$ cat config.mk
export PLATFORM = sky130hd
export DESIGN_NAME = cacheline_arbiter_flat
export DESIGN_NICKNAME = d
export VERILOG_FILES = /design/src/rtl/cacheline_arbiter_if.sv /design/src/rtl/cacheline_arbiter.sv /design/src/flat_wrapper.sv
export SDC_FILE = /design/constraint.sdc
export NUM_CORES = 1
export LEC_CHECK = 0
export ABC_AREA = 1
export CORE_AREA = 2 2 541 543
export CTS_CLUSTER_SIZE = 16
export DETAILED_ROUTE_END_ITERATION = 8
export DIE_AREA = 0 0 543 545
export PLACE_DENSITY = 0.3
export SLEW_MARGIN = 20
export SYNTH_ARGS = -nofsm -noshare
export SYNTH_HDL_FRONTEND = slang
export SYNTH_SLANG_ARGS = --single-unit
$ cat constraint.sdc
create_clock -name clk -period 2.2 [get_ports clk]
set_clock_uncertainty 0.1 [all_clocks]
set_input_delay 0.22 -clock clk [delete_from_list [all_inputs] [get_ports clk]]
set_output_delay 0.22 -clock clk [all_outputs]
set_load 0.01 [all_outputs]
$ cat src/rtl/cacheline_arbiter_if.sv
// Shared-cacheline port bundle: I-cache and D-cache requester sides plus the memory side.
// The arbiter takes the slave view; the environment (caches + memory) takes the master view.
interface cacheline_arbiter_if #(
    parameter int ADDR_WIDTH = 32,
    parameter int LINE_WIDTH = 256
);
    logic                  icache_read;
    logic [ADDR_WIDTH-1:0] icache_address;
    logic [LINE_WIDTH-1:0] icache_rdata;
    logic                  icache_resp;

    logic                  dcache_read;
    logic                  dcache_write;
    logic [ADDR_WIDTH-1:0] dcache_address;
    logic [LINE_WIDTH-1:0] dcache_wdata;
    logic [LINE_WIDTH-1:0] dcache_rdata;
    logic                  dcache_resp;

    logic                  mem_read;
    logic                  mem_write;
    logic [ADDR_WIDTH-1:0] mem_address;
    logic [LINE_WIDTH-1:0] mem_wdata;
    logic [LINE_WIDTH-1:0] mem_rdata;
    logic                  mem_resp;

    modport slave (
        input  icache_read, icache_address,
        output icache_rdata, icache_resp,
        input  dcache_read, dcache_write, dcache_address, dcache_wdata,
        output dcache_rdata, dcache_resp,
        output mem_read, mem_write, mem_address, mem_wdata,
        input  mem_rdata, mem_resp
    );

    modport master (
        output icache_read, icache_address,
        input  icache_rdata, icache_resp,
        output dcache_read, dcache_write, dcache_address, dcache_wdata,
        input  dcache_rdata, dcache_resp,
        input  mem_read, mem_write, mem_address, mem_wdata,
        output mem_rdata, mem_resp
    );
endinterface

$ cat src/rtl/cacheline_arbiter.sv
// Round-robin arbiter sharing one cacheline memory port between the I-cache and D-cache.
// The winning request is latched and held on the memory side until mem_resp.
module cacheline_arbiter #(
    parameter int ADDR_WIDTH = 32,
    parameter int LINE_WIDTH = 256
) (
    input  logic                clk,
    input  logic                rst,
    cacheline_arbiter_if.slave  bus
);

    typedef enum logic [1:0] {IDLE, SERVE_I, SERVE_D, DONE} state_t;

    localparam logic GRANT_I = 1'b0;
    localparam logic GRANT_D = 1'b1;

    state_t                state_q, state_d;
    logic                  last_grant_q, last_grant_d;
    logic [ADDR_WIDTH-1:0] req_addr_q, req_addr_d;
    logic [LINE_WIDTH-1:0] req_wdata_q, req_wdata_d;
    logic                  req_write_q, req_write_d;
    logic                  pend_i, pend_d, grant_i, grant_d;
    logic                  serving;

    always_ff @(posedge clk) begin
        if (rst) begin
            state_q      <= IDLE;
            last_grant_q <= GRANT_D;
            req_addr_q   <= '0;
            req_wdata_q  <= '0;
            req_write_q  <= 1'b0;
        end else begin
            state_q      <= state_d;
            last_grant_q <= last_grant_d;
            req_addr_q   <= req_addr_d;
            req_wdata_q  <= req_wdata_d;
            req_write_q  <= req_write_d;
        end
    end

    always_comb begin
        state_d      = state_q;
        last_grant_d = last_grant_q;
        req_addr_d   = req_addr_q;
        req_wdata_d  = req_wdata_q;
        req_write_d  = req_write_q;

        pend_i  = bus.icache_read;
        pend_d  = bus.dcache_read | bus.dcache_write;
        // On a tie, the requester that did not win last time goes first.
        grant_i = pend_i && (!pend_d || (last_grant_q == GRANT_D));
        grant_d = pend_d && !grant_i;

        case (state_q)
            IDLE: begin
                if (grant_i) begin
                    state_d      = SERVE_I;
                    last_grant_d = GRANT_I;
                    req_addr_d   = bus.icache_address;
                    req_wdata_d  = '0;
                    req_write_d  = 1'b0;
                end else if (grant_d) begin
                    state_d      = SERVE_D;
                    last_grant_d = GRANT_D;
                    req_addr_d   = bus.dcache_address;
                    req_wdata_d  = bus.dcache_wdata;
                    // Read and write together is treated as a write.
                    req_write_d  = bus.dcache_write;
                end
            end
            SERVE_I, SERVE_D: begin
                if (bus.mem_resp) state_d = DONE;
            end
            DONE:    state_d = IDLE;
            default: state_d = IDLE;
        endcase
    end

    // Memory side comes only from registered state, never from requester inputs.
    assign serving         = (state_q == SERVE_I) || (state_q == SERVE_D);
    assign bus.mem_read    = serving && !req_write_q;
    assign bus.mem_write   = serving && req_write_q;
    assign bus.mem_address = req_addr_q;
    assign bus.mem_wdata   = req_wdata_q;

    assign bus.icache_resp  = (state_q == SERVE_I) && bus.mem_resp;
    assign bus.dcache_resp  = (state_q == SERVE_D) && bus.mem_resp;
    assign bus.icache_rdata = bus.icache_resp ? bus.mem_rdata : '0;
    assign bus.dcache_rdata = bus.dcache_resp ? bus.mem_rdata : '0;

endmodule

$ cat src/flat_wrapper.sv
// flat-port wrapper written by rule: the top's interface ports become plain ports
module cacheline_arbiter_flat 
#(
    parameter int ADDR_WIDTH = 32,
    parameter int LINE_WIDTH = 256
)
  (clk, rst, bus_icache_read, bus_icache_address, bus_icache_rdata, bus_icache_resp, bus_dcache_read, bus_dcache_write, bus_dcache_address, bus_dcache_wdata, bus_dcache_rdata, bus_dcache_resp, bus_mem_read, bus_mem_write, bus_mem_address, bus_mem_wdata, bus_mem_rdata, bus_mem_resp);
  cacheline_arbiter_if #(.ADDR_WIDTH(ADDR_WIDTH), .LINE_WIDTH(LINE_WIDTH)) bus_i ();
  input  logic clk;
  input  logic rst;
  input wire logic [$bits(bus_i.icache_read)-1:0] bus_icache_read;
  input wire logic [$bits(bus_i.icache_address)-1:0] bus_icache_address;
  output wire logic [$bits(bus_i.icache_rdata)-1:0] bus_icache_rdata;
  output wire logic [$bits(bus_i.icache_resp)-1:0] bus_icache_resp;
  input wire logic [$bits(bus_i.dcache_read)-1:0] bus_dcache_read;
  input wire logic [$bits(bus_i.dcache_write)-1:0] bus_dcache_write;
  input wire logic [$bits(bus_i.dcache_address)-1:0] bus_dcache_address;
  input wire logic [$bits(bus_i.dcache_wdata)-1:0] bus_dcache_wdata;
  output wire logic [$bits(bus_i.dcache_rdata)-1:0] bus_dcache_rdata;
  output wire logic [$bits(bus_i.dcache_resp)-1:0] bus_dcache_resp;
  output wire logic [$bits(bus_i.mem_read)-1:0] bus_mem_read;
  output wire logic [$bits(bus_i.mem_write)-1:0] bus_mem_write;
  output wire logic [$bits(bus_i.mem_address)-1:0] bus_mem_address;
  output wire logic [$bits(bus_i.mem_wdata)-1:0] bus_mem_wdata;
  input wire logic [$bits(bus_i.mem_rdata)-1:0] bus_mem_rdata;
  input wire logic [$bits(bus_i.mem_resp)-1:0] bus_mem_resp;
  assign bus_i.icache_read = bus_icache_read;
  assign bus_i.icache_address = bus_icache_address;
  assign bus_icache_rdata = bus_i.icache_rdata;
  assign bus_icache_resp = bus_i.icache_resp;
  assign bus_i.dcache_read = bus_dcache_read;
  assign bus_i.dcache_write = bus_dcache_write;
  assign bus_i.dcache_address = bus_dcache_address;
  assign bus_i.dcache_wdata = bus_dcache_wdata;
  assign bus_dcache_rdata = bus_i.dcache_rdata;
  assign bus_dcache_resp = bus_i.dcache_resp;
  assign bus_mem_read = bus_i.mem_read;
  assign bus_mem_write = bus_i.mem_write;
  assign bus_mem_address = bus_i.mem_address;
  assign bus_mem_wdata = bus_i.mem_wdata;
  assign bus_i.mem_rdata = bus_mem_rdata;
  assign bus_i.mem_resp = bus_mem_resp;
  cacheline_arbiter #(.ADDR_WIDTH(ADDR_WIDTH), .LINE_WIDTH(LINE_WIDTH)) u_core (.clk(clk), .rst(rst), .bus(bus_i));
endmodule
Word level (Yosys, flattened, before mapping)
Cells that the tools add are included.

Memories kept: 0. Bits in registers: 292. Input port bits: 582. RAM bits: 0. Word-level logic and storage cells: 41. ROM bits: 0. Bits in latches: 0.

Reductions and logical operators: 16. Magnitude comparators: 0. Multiplexer cells: 14. Eq/ne operators: 5. Divide/modulo/power cells: 0. Shifts and indexed selects: 0. $mul: 0. Add/sub/neg operators: 0. Bitwise gates (word level): 1.

Operators with widths (number): $mux W256 (4); $mux W32 (2); $logic_and A1 B1 Y1 (6); $mux W2 (3); $pmux W2 S3 (1); $eq A2 B2 Y1 const B (2); $mux W1 (4); $reduce_and A2 Y1 (2); $logic_not A1 Y1 (3); $ne A3 B1 Y1 const B (1); $eq A2 B1 Y1 const B (1); $logic_not A2 Y1 (1); $logic_or A1 B1 Y1 (2); $ne A2 B2 Y1 const B (1); $reduce_bool A2 Y1 (1); $reduce_or A2 Y1 (1); $or A1 B1 Y1 (1).

Depth between registers and ports, before layout
Gate-level depths: netlist of run 1.

Word-level depth: 9. Mapped depth: 10.

Worst setup path after synthesis of run 1
Ideal clock, no wire load.

Kind: register -> output. Start point: register u_core.state_q[0]. End point: output bus_dcache_resp. Stages on the path, launching flop included: 7. Data arrival time: 1378 ps. Buffers on the path: 2. Path slack: 502 ps. Required time: 1880 ps. Cells stage by stage: dfxtp_1 inv_1 ha_1 nand2_1 clkbuf_1 clkbuf_1 inv_1.

Cells in the longest elaborated chain, start to end: 2.

Ends and longest elaborated chain: from (decl) (RTL line cacheline_arbiter.sv:17) `state_t state_q, state_d;`; from (signal assigned) (RTL line cacheline_arbiter.sv:33) `state_q <= state_d;`; $eq A2 B2 Y1 (RTL line cacheline_arbiter.sv:87) `assign bus.dcache_resp = (state_q == SERVE_D) && bus.mem_resp;`; $logic_and A1 B1 Y1 (RTL line cacheline_arbiter.sv:87); to (decl) (RTL line flat_wrapper.sv:20) `output wire logic [$bits(bus_i.dcache_resp)-1:0] bus_dcache_resp;`.

No other way between the ends.

Worst setup path in the final report of run 1
Start point: register u_core.state_q[1]. End point: output bus_dcache_rdata[191].

Cells in the longest elaborated chain, start to end: 3.

Ends and longest elaborated chain: $eq A2 B2 Y1 (RTL line cacheline_arbiter.sv:87); $logic_and A1 B1 Y1 (RTL line cacheline_arbiter.sv:87); $mux W256 (RTL line cacheline_arbiter.sv:89) `assign bus.dcache_rdata = bus.dcache_resp ? bus.mem_rdata : '0;`; to (decl) (RTL line flat_wrapper.sv:19) `output wire logic [$bits(bus_i.dcache_rdata)-1:0] bus_dcache_rdata;`.

No other way between the ends.

==> impl_metrics.py, run 1 <==
metrics = {
    "yosys": {
        "synth_cell_types": 18,
        "yosys_warnings": 0,
        "synth_area_um2": 14300,
        "synth_most_common_cell": "nor2_1",
        "yosys.area.top_type_share_pct": 40.8,
        "syn_nets": 2874,
        "synth-edff-count": 0,
        "syn_avg_cell_area_um2": 6.26,
        "synth_area_leaders": "dfxtp_1, nor2_1, nand3_1",
        "ys.flop_type": "dfxtp_1",
        "ys_ff_latch": 292,
        "syn-instance-count": 2288,
        "yosysSeqAreaShare_pct": 40.8,
        "synthArstFlopShare_pct": 0,
        "yosys-top-cells-count": "nor2_1, nand2_1, inv_1, nand3_1, dfxtp_1",
        "yosysTopAreaCell": "dfxtp_1",
    },
    "clock_tree": {
        "cts_tree": "done",
        "htreeDepth": 2,
        "cts_sinks": 292,
        "cts_buffers": 40,
        "clk_latency_ns": 0.63,
        "clk_pin_slew_ns": 0.07,
        "cts_root_buf": "clkbuf_16",
        "clk_path_buf_depth": 3,
    },
    "drt": {
        "first_iter_violations": 1299,
        "wl_mm": 239,
        "drc": 0,
        "postRouteAntennaNets": 0,
        "viasPerCell": 2.84,
        "vias": 22191,
        "routedWlPerCell_um": 30.6,
        "dr.pass1.iters": 5,
    },
    "timing": {
        "period_minus_slack_ns": 2.69,
        "rsz0062_at_grt": "yes",
        "holdWs_ns": 0.0648,
        "finalMaxSlewViolations": 0,
        "hold_viol": 0,
        "final-setup-viol-count": 503,
        "timing.final.ws_setup_ns": -0.489,
        "fmax_mhz": 372,
        "totalNegativeSetupSlack_ns": -154.04,
        "worst_slew_pin_slew_ns": 0.755,
        "relSlewSlack_pct": 49.6,
        "min_period_over_period_pct": 122,
    },
    "grt": {
        "grt_pass1_wl_mm": 283,
        "grt_max_degree": 66,
        "grt_overflow": 0,
        "grt_pass1_vias": 22042,
        "track_usage_pct": 15.2,
        "antenna_found_initial": 100,
    },
    "layout": {
        "drive_gt1_share_pct": 28.4,
        "finalInstanceArea_um2": 40900,
        "synthToLayoutAreaGrowth_pct": 186,
        "nFillCells": 33164,
        "layout.nets": 4443,
    },
    "critical_path": {
        "critPathBufInv": 7,
        "cp_cell_sequence": "buf_6, ha_4, nand2_8, buf_12, buf_16, buf_12, buf_12, clkbuf_16, nor2_4, buf_12",
        "arrival_ns": 2.37,
        "cpMostUsedCell": "buf_12",
        "critPathSlowestCell": "dfxtp_2",
        "cp_max_fo": 7,
        "required_ns": 1.88,
        "cpPeakStageDelay_ns": 0.34,
        "cp_top_family": "buffers and inverters",
        "worstSetupEndpointType": "primary output",
        "worstSetupPathType": "reg2out",
        "rrSetupSlack_ns": 0.04,
        "critPathLaunchType": "flip-flop",
    },
    "place": {
        "portBuffers": 1385,
        "placed_area_um2": 36600,
        "hpwl_mm": 212,
        "routabilityCongestion": 0.943,
    },
    "floorplan": {
        "start_util_pct": 4.94,
        "rows": 198,
        "fp.coreArea_um2": 290000,
        "dieArea_um2": 296000,
        "die_x_um": 543,
        "die_h_um": 545,
        "io_pins": 1386,
    },
    "power": {
        "p_leak_nw": 17.0,
        "ir_drop_v": 0.000473,
        "powerDensity_nw_per_um2": 872,
    },
    "outcome": {
        "violations": "negative setup slack",
        "status": "finished with violations",
    },
    "hold_path": {
        "hp-class": "in2reg",
    },
    "flow_run": {
        "cap_violations": 0,
    },
}
layout make-up:
type,instances,area (µm²),area share (%)
multi-input combinational,1474,7900,19.3
clock buffer,53,1110,2.71
sequential,292,5850,14.3
clock inverter,19,196,0.480
antenna,26,65.1,0.159
inverter,331,1250,3.05
tap,3900,4880,11.9
timing repair buffer,1718,19700,48.1
routing by layer:
layer,share of wire (%),global-route usage (%),vias up
li1,-,-,10260
met1,41,18.4,10550
met2,43,23.5,1133
met3,14,9.43,228
met4,1.4,1.66,20
met5,0.054,0,-
sequential cells by signal, summed over array words and instances (netlist names):
name and flops:
u_core.bus.mem_address 32, u_core.req_write_q 1, u_core.state_q 2, u_core.bus.mem_wdata 256, u_core.last_grant_q 1
worst paths after layout:
check | cells after the start | end | from
worst max register to register | 9 | u_core.bus.mem_wdata[150]$_SDFFE_PP0P_ | u_core.state_q[1]$_SDFFE_PP0P_
worst min-delay path | 3 | u_core.bus.mem_wdata[162]$_SDFFE_PP0P_ | bus_dcache_wdata[162]
worst min register to register | 2 | u_core.bus.mem_wdata[107]$_SDFFE_PP0P_ | u_core.bus.mem_wdata[107]$_SDFFE_PP0P_
worst max-delay path | 10 | bus_dcache_rdata[191] | u_core.state_q[1]$_SDFFE_PP0P_
worst reg2reg max path: cells and delay by family, from the launching register on:
| kind | cells | cell delay, ns |
|---|---|---|
| buffers and inverters | 5 | 0.74 |
| and+or+nand+nor | 2 | 0.43 |
| DFF | 1 | 0.33 |
| adders and majority gates | 1 | 0.26 |
| AOI/OAI and AO/OA | 1 | 0.22 |
cell usage in the layout (no fill, tap or decap), drive strengths merged:
| cell type | count |
|---|---|
| clkdlybuf4s15 | 4 |
| a21oi | 291 |
| dlygate4sd3 | 2 |
| buf | 742 |
| clkinvlp | 3 |
| ha | 4 |
| dlymetal6s2s | 48 |
| clkbuf | 86 |
| nor2 | 518 |
| clkinv | 9 |
| o21bai | 1 |
| diode | 26 |
| or2 | 1 |
| bufbuf | 1 |
| inv | 336 |
| bufinv | 2 |
| dlygate4sd2 | 31 |
| clkdlybuf4s50 | 857 |
| dfxtp | 292 |
| nand3 | 324 |
| nand2 | 335 |
kinds of logic after synthesis:
group,after synthesis,synth area share [%]
compound gates,292,10.2
fa+ha+maj,4,0.349
buf+inv,522,14.9
flops,292,40.8
simple gates,1178,33.7
timing repair:
item / 4_1_cts / 5_1_grt
pin swaps: 1 / 17
endpoints found under the setup margin: 536 / 552
cloned: 10 / 19
setup buffers: 31 / 47
resized for setup: 419 / 947
hold buffers: 2 / 0
hold endpoints to repair: 28 / 0
power breakdown:
group / internal, mW / switching, mW / total [mW]
combinational: 9.56 / 12.1 / 21.6
sequential: 6.48 / 0.692 / 7.17
clock: 3.83 / 3.06 / 6.89
per-stage QoR:
stage	cells	setup slack, ns	total power [mW]	util [%]
finish	7813	-0.489	35.7	14.1
global route	7795	-0.581	37.9	14.1
CTS	7735	-0.794	35.1	13.3
detailed placement	7626	-0.364	27.2	12.6
global placement	7626	-0.398	27.3	12.6
floorplan	2288	0.502	13.4	-
Power figures use the tool's default switching activity.
==> run 2, diff against run 1 <==
--- a/config.mk
+++ b/config.mk
@@ -10,6 +10,7 @@
 export CTS_CLUSTER_SIZE = 16
 export DETAILED_ROUTE_END_ITERATION = 8
 export DIE_AREA = 0 0 543 545
+export GPL_TIMING_DRIVEN = 0
 export PLACE_DENSITY = 0.3
 export SLEW_MARGIN = 20
 export SYNTH_ARGS = -nofsm -noshare
==> run 2 against run 1 <==
Compared with the run above:
- the flow still finishes with violations (negative setup slack)
- cell area shrank 10%
- total power shrank 5.9%
- sequential cell count stayed put
- cell count is 1.2% lower
- sequential power up 2%
- critical path depth shrank 2
- die area unchanged
- global-route usage is 0.78 points higher
- maximum frequency rose by 0.97%
- critical endpoint is now bus_icache_rdata[62]
==> impl_metrics.py, run 2 (synthesized netlist as in run 1, its figures left out) <==
metrics = {
    "timing": {
        "hold_viol": 0,
        "min_period_over_period_pct": 121,
        "worst_slew_pin_slew_ns": 1.27,
        "fmax_mhz": 376,
        "period_minus_slack_ns": 2.66,
        "rsz0062_at_grt": "yes",
        "final-setup-viol-count": 735,
        "finalMaxSlewViolations": 0,
        "timing.final.ws_setup_ns": -0.463,
        "relSlewSlack_pct": 15.2,
    },
    "drt": {
        "wl_mm": 250,
        "drc": 0,
        "postRouteAntennaNets": 0,
        "dr.pass1.iters": 5,
        "vias": 22349,
        "first_iter_violations": 1372,
        "routedWlPerCell_um": 32.4,
        "viasPerCell": 2.89,
    },
    "layout": {
        "multiInputGateArea_um2": 7520,
        "drive_gt1_share_pct": 22.4,
        "layout.nets": 4361,
        "layout_common_cells": "clkdlybuf4s50_1, nand2_1, nor2_1, inv_1, nand3_1",
        "fin_util_pct": 12.6,
        "synthToLayoutAreaGrowth_pct": 156,
        "final-seq-area_um2": 5850,
        "largest_reg_flops": 256,
        "nFillCells": 33621,
        "final_common_cell": "clkdlybuf4s50_1",
    },
    "outcome": {
        "status": "finished with violations",
        "violations": "negative setup slack",
    },
    "floorplan": {
        "dieArea_um2": 296000,
        "fp.coreArea_um2": 290000,
        "die_x_um": 543,
        "rows": 198,
        "start_util_pct": 4.94,
        "io_pins": 1386,
        "die_h_um": 545,
    },
    "clock_tree": {
        "clk_pin_slew_ns": 0.06,
        "cts_buffers": 40,
        "cts_sinks": 292,
        "htreeDepth": 2,
        "clk_path_buf_depth": 3,
        "cts_tree": "done",
        "clk_latency_ns": 0.64,
        "cts_root_buf": "clkbuf_16",
    },
    "power": {
        "powerDensity_nw_per_um2": 915,
        "p_leak_nw": 16.7,
        "ir_drop_v": 0.000496,
    },
    "grt": {
        "grt_max_degree": 13,
        "grt_pass1_wl_mm": 293,
        "track_usage_pct": 16.0,
        "antenna_found_initial": 130,
        "grt_pass1_vias": 21697,
        "grt_overflow": 0,
    },
    "place": {
        "hpwl_mm": 227,
        "portBuffers": 1383,
        "place_ws_ns": -2.27,
        "routabilityCongestion": 0.928,
    },
    "critical_path": {
        "critPathLaunchType": "flip-flop",
        "cp_max_fo": 10,
        "required_ns": 1.88,
        "worstSetupPathType": "reg2out",
        "arrival_ns": 2.34,
        "worstSetupEndpointType": "primary output",
    },
    "hold_path": {
        "hp-class": "in2reg",
    },
    "flow_run": {
        "cap_violations": 0,
    },
}
run 2: changes by cell type in the layout (fill, tap and decap cells not counted), sizes merged, moves of 2 or more:
cell,previous run,this run
clkdlybuf4s18,0,2
bufinv,2,6
clkdlybuf4s50,857,868
dlygate4sd2,31,1
clkdlybuf4s15,4,29
dlymetal6s2s,48,129
inv,336,331
clkbuf,86,241
clkinv,9,11
buf,742,403
dlygate4sd3,2,14
diode,26,17
run 2: repair_timing:
item | CTS | global route
endpoints found under the hold margin | 23 | 0
hold buffers | 14 | 0
gates resized for setup | 842 | 1440
setup buffers | 0 | 34
gates cloned | 0 | 14
endpoints found under the setup margin | 858 | 861
pin swaps | 1 | 12
run 2: worst max-delay path, stage by stage, from the launching register on:
cell,delay (ns)
dfxtp_4,0.36
inv_4,0.08
ha_4,0.16
nand2_8,0.13
clkbuf_16,0.27
buf_8,0.13
buf_12,0.15
nor2_4,0.19
buf_6,0.14
run 2: per-stage QoR:
step	total power, mW	hold slack [ns]	area, µm²	cells	setup TNS (ns)
after floorplan	13.4	0.280	14300	2288	0
after global placement	25.5	0.353	33000	7571	-927.94
after detailed placement	25.4	0.356	33100	7573	-934.14
after CTS	33.2	0.00326	35100	7658	-450.11
after global routing	35.7	0.0393	36700	7709	-268.90
final	33.6	0.0512	36700	7721	-187.93
run 2: cell type report:
class	instances	share of cell area [%]
Antenna cell	17	0.116
Clock buffer	51	2.95
Timing Repair Buffer	1447	38.5
Inverter	331	3.41
Multi-Input combinational cell	1474	20.5
Buffer	189	4.44
Clock inverter	20	0.846
Tap cell	3900	13.3
Sequential cell	292	16.0
run 2: worst paths after layout:
path | start | endpoint | slack (ns) | cells past startpoint
worst max-delay path | u_core.state_q[1]$_SDFFE_PP0P_ | bus_icache_rdata[62] | -0.46 | 8
worst min-delay path | bus_icache_read | u_core.state_q[0]$_SDFFE_PP0P_ | 0.05 | 5
worst max register to register | u_core.last_grant_q$_SDFFE_PP1P_ | u_core.bus.mem_address[31]$_SDFFE_PP0P_ | -0.39 | 7
worst min register to register | u_core.bus.mem_wdata[79]$_SDFFE_PP0P_ | u_core.bus.mem_wdata[79]$_SDFFE_PP0P_ | 0.36 | 2
run 2: metal layers:
| layer | up-vias | global-route usage (%) | routed length [µm] | share of wire (%) |
|---|---|---|---|---|
| li1 | 10089 | - | - | - |
| met1 | 10713 | 19.7 | 104000 | 42 |
| met2 | 1302 | 25.2 | 109000 | 44 |
| met3 | 215 | 8.82 | 33300 | 13 |
| met4 | 30 | 1.39 | 2890 | 1.2 |
| met5 | - | 0 | 190 | 0.076 |
run 2: power breakdown:
| group | switching (mW) | internal (mW) |
|---|---|---|
| clock network | 3.02 | 4.22 |
| logic | 11.8 | 7.29 |
| registers | 0.799 | 6.49 |
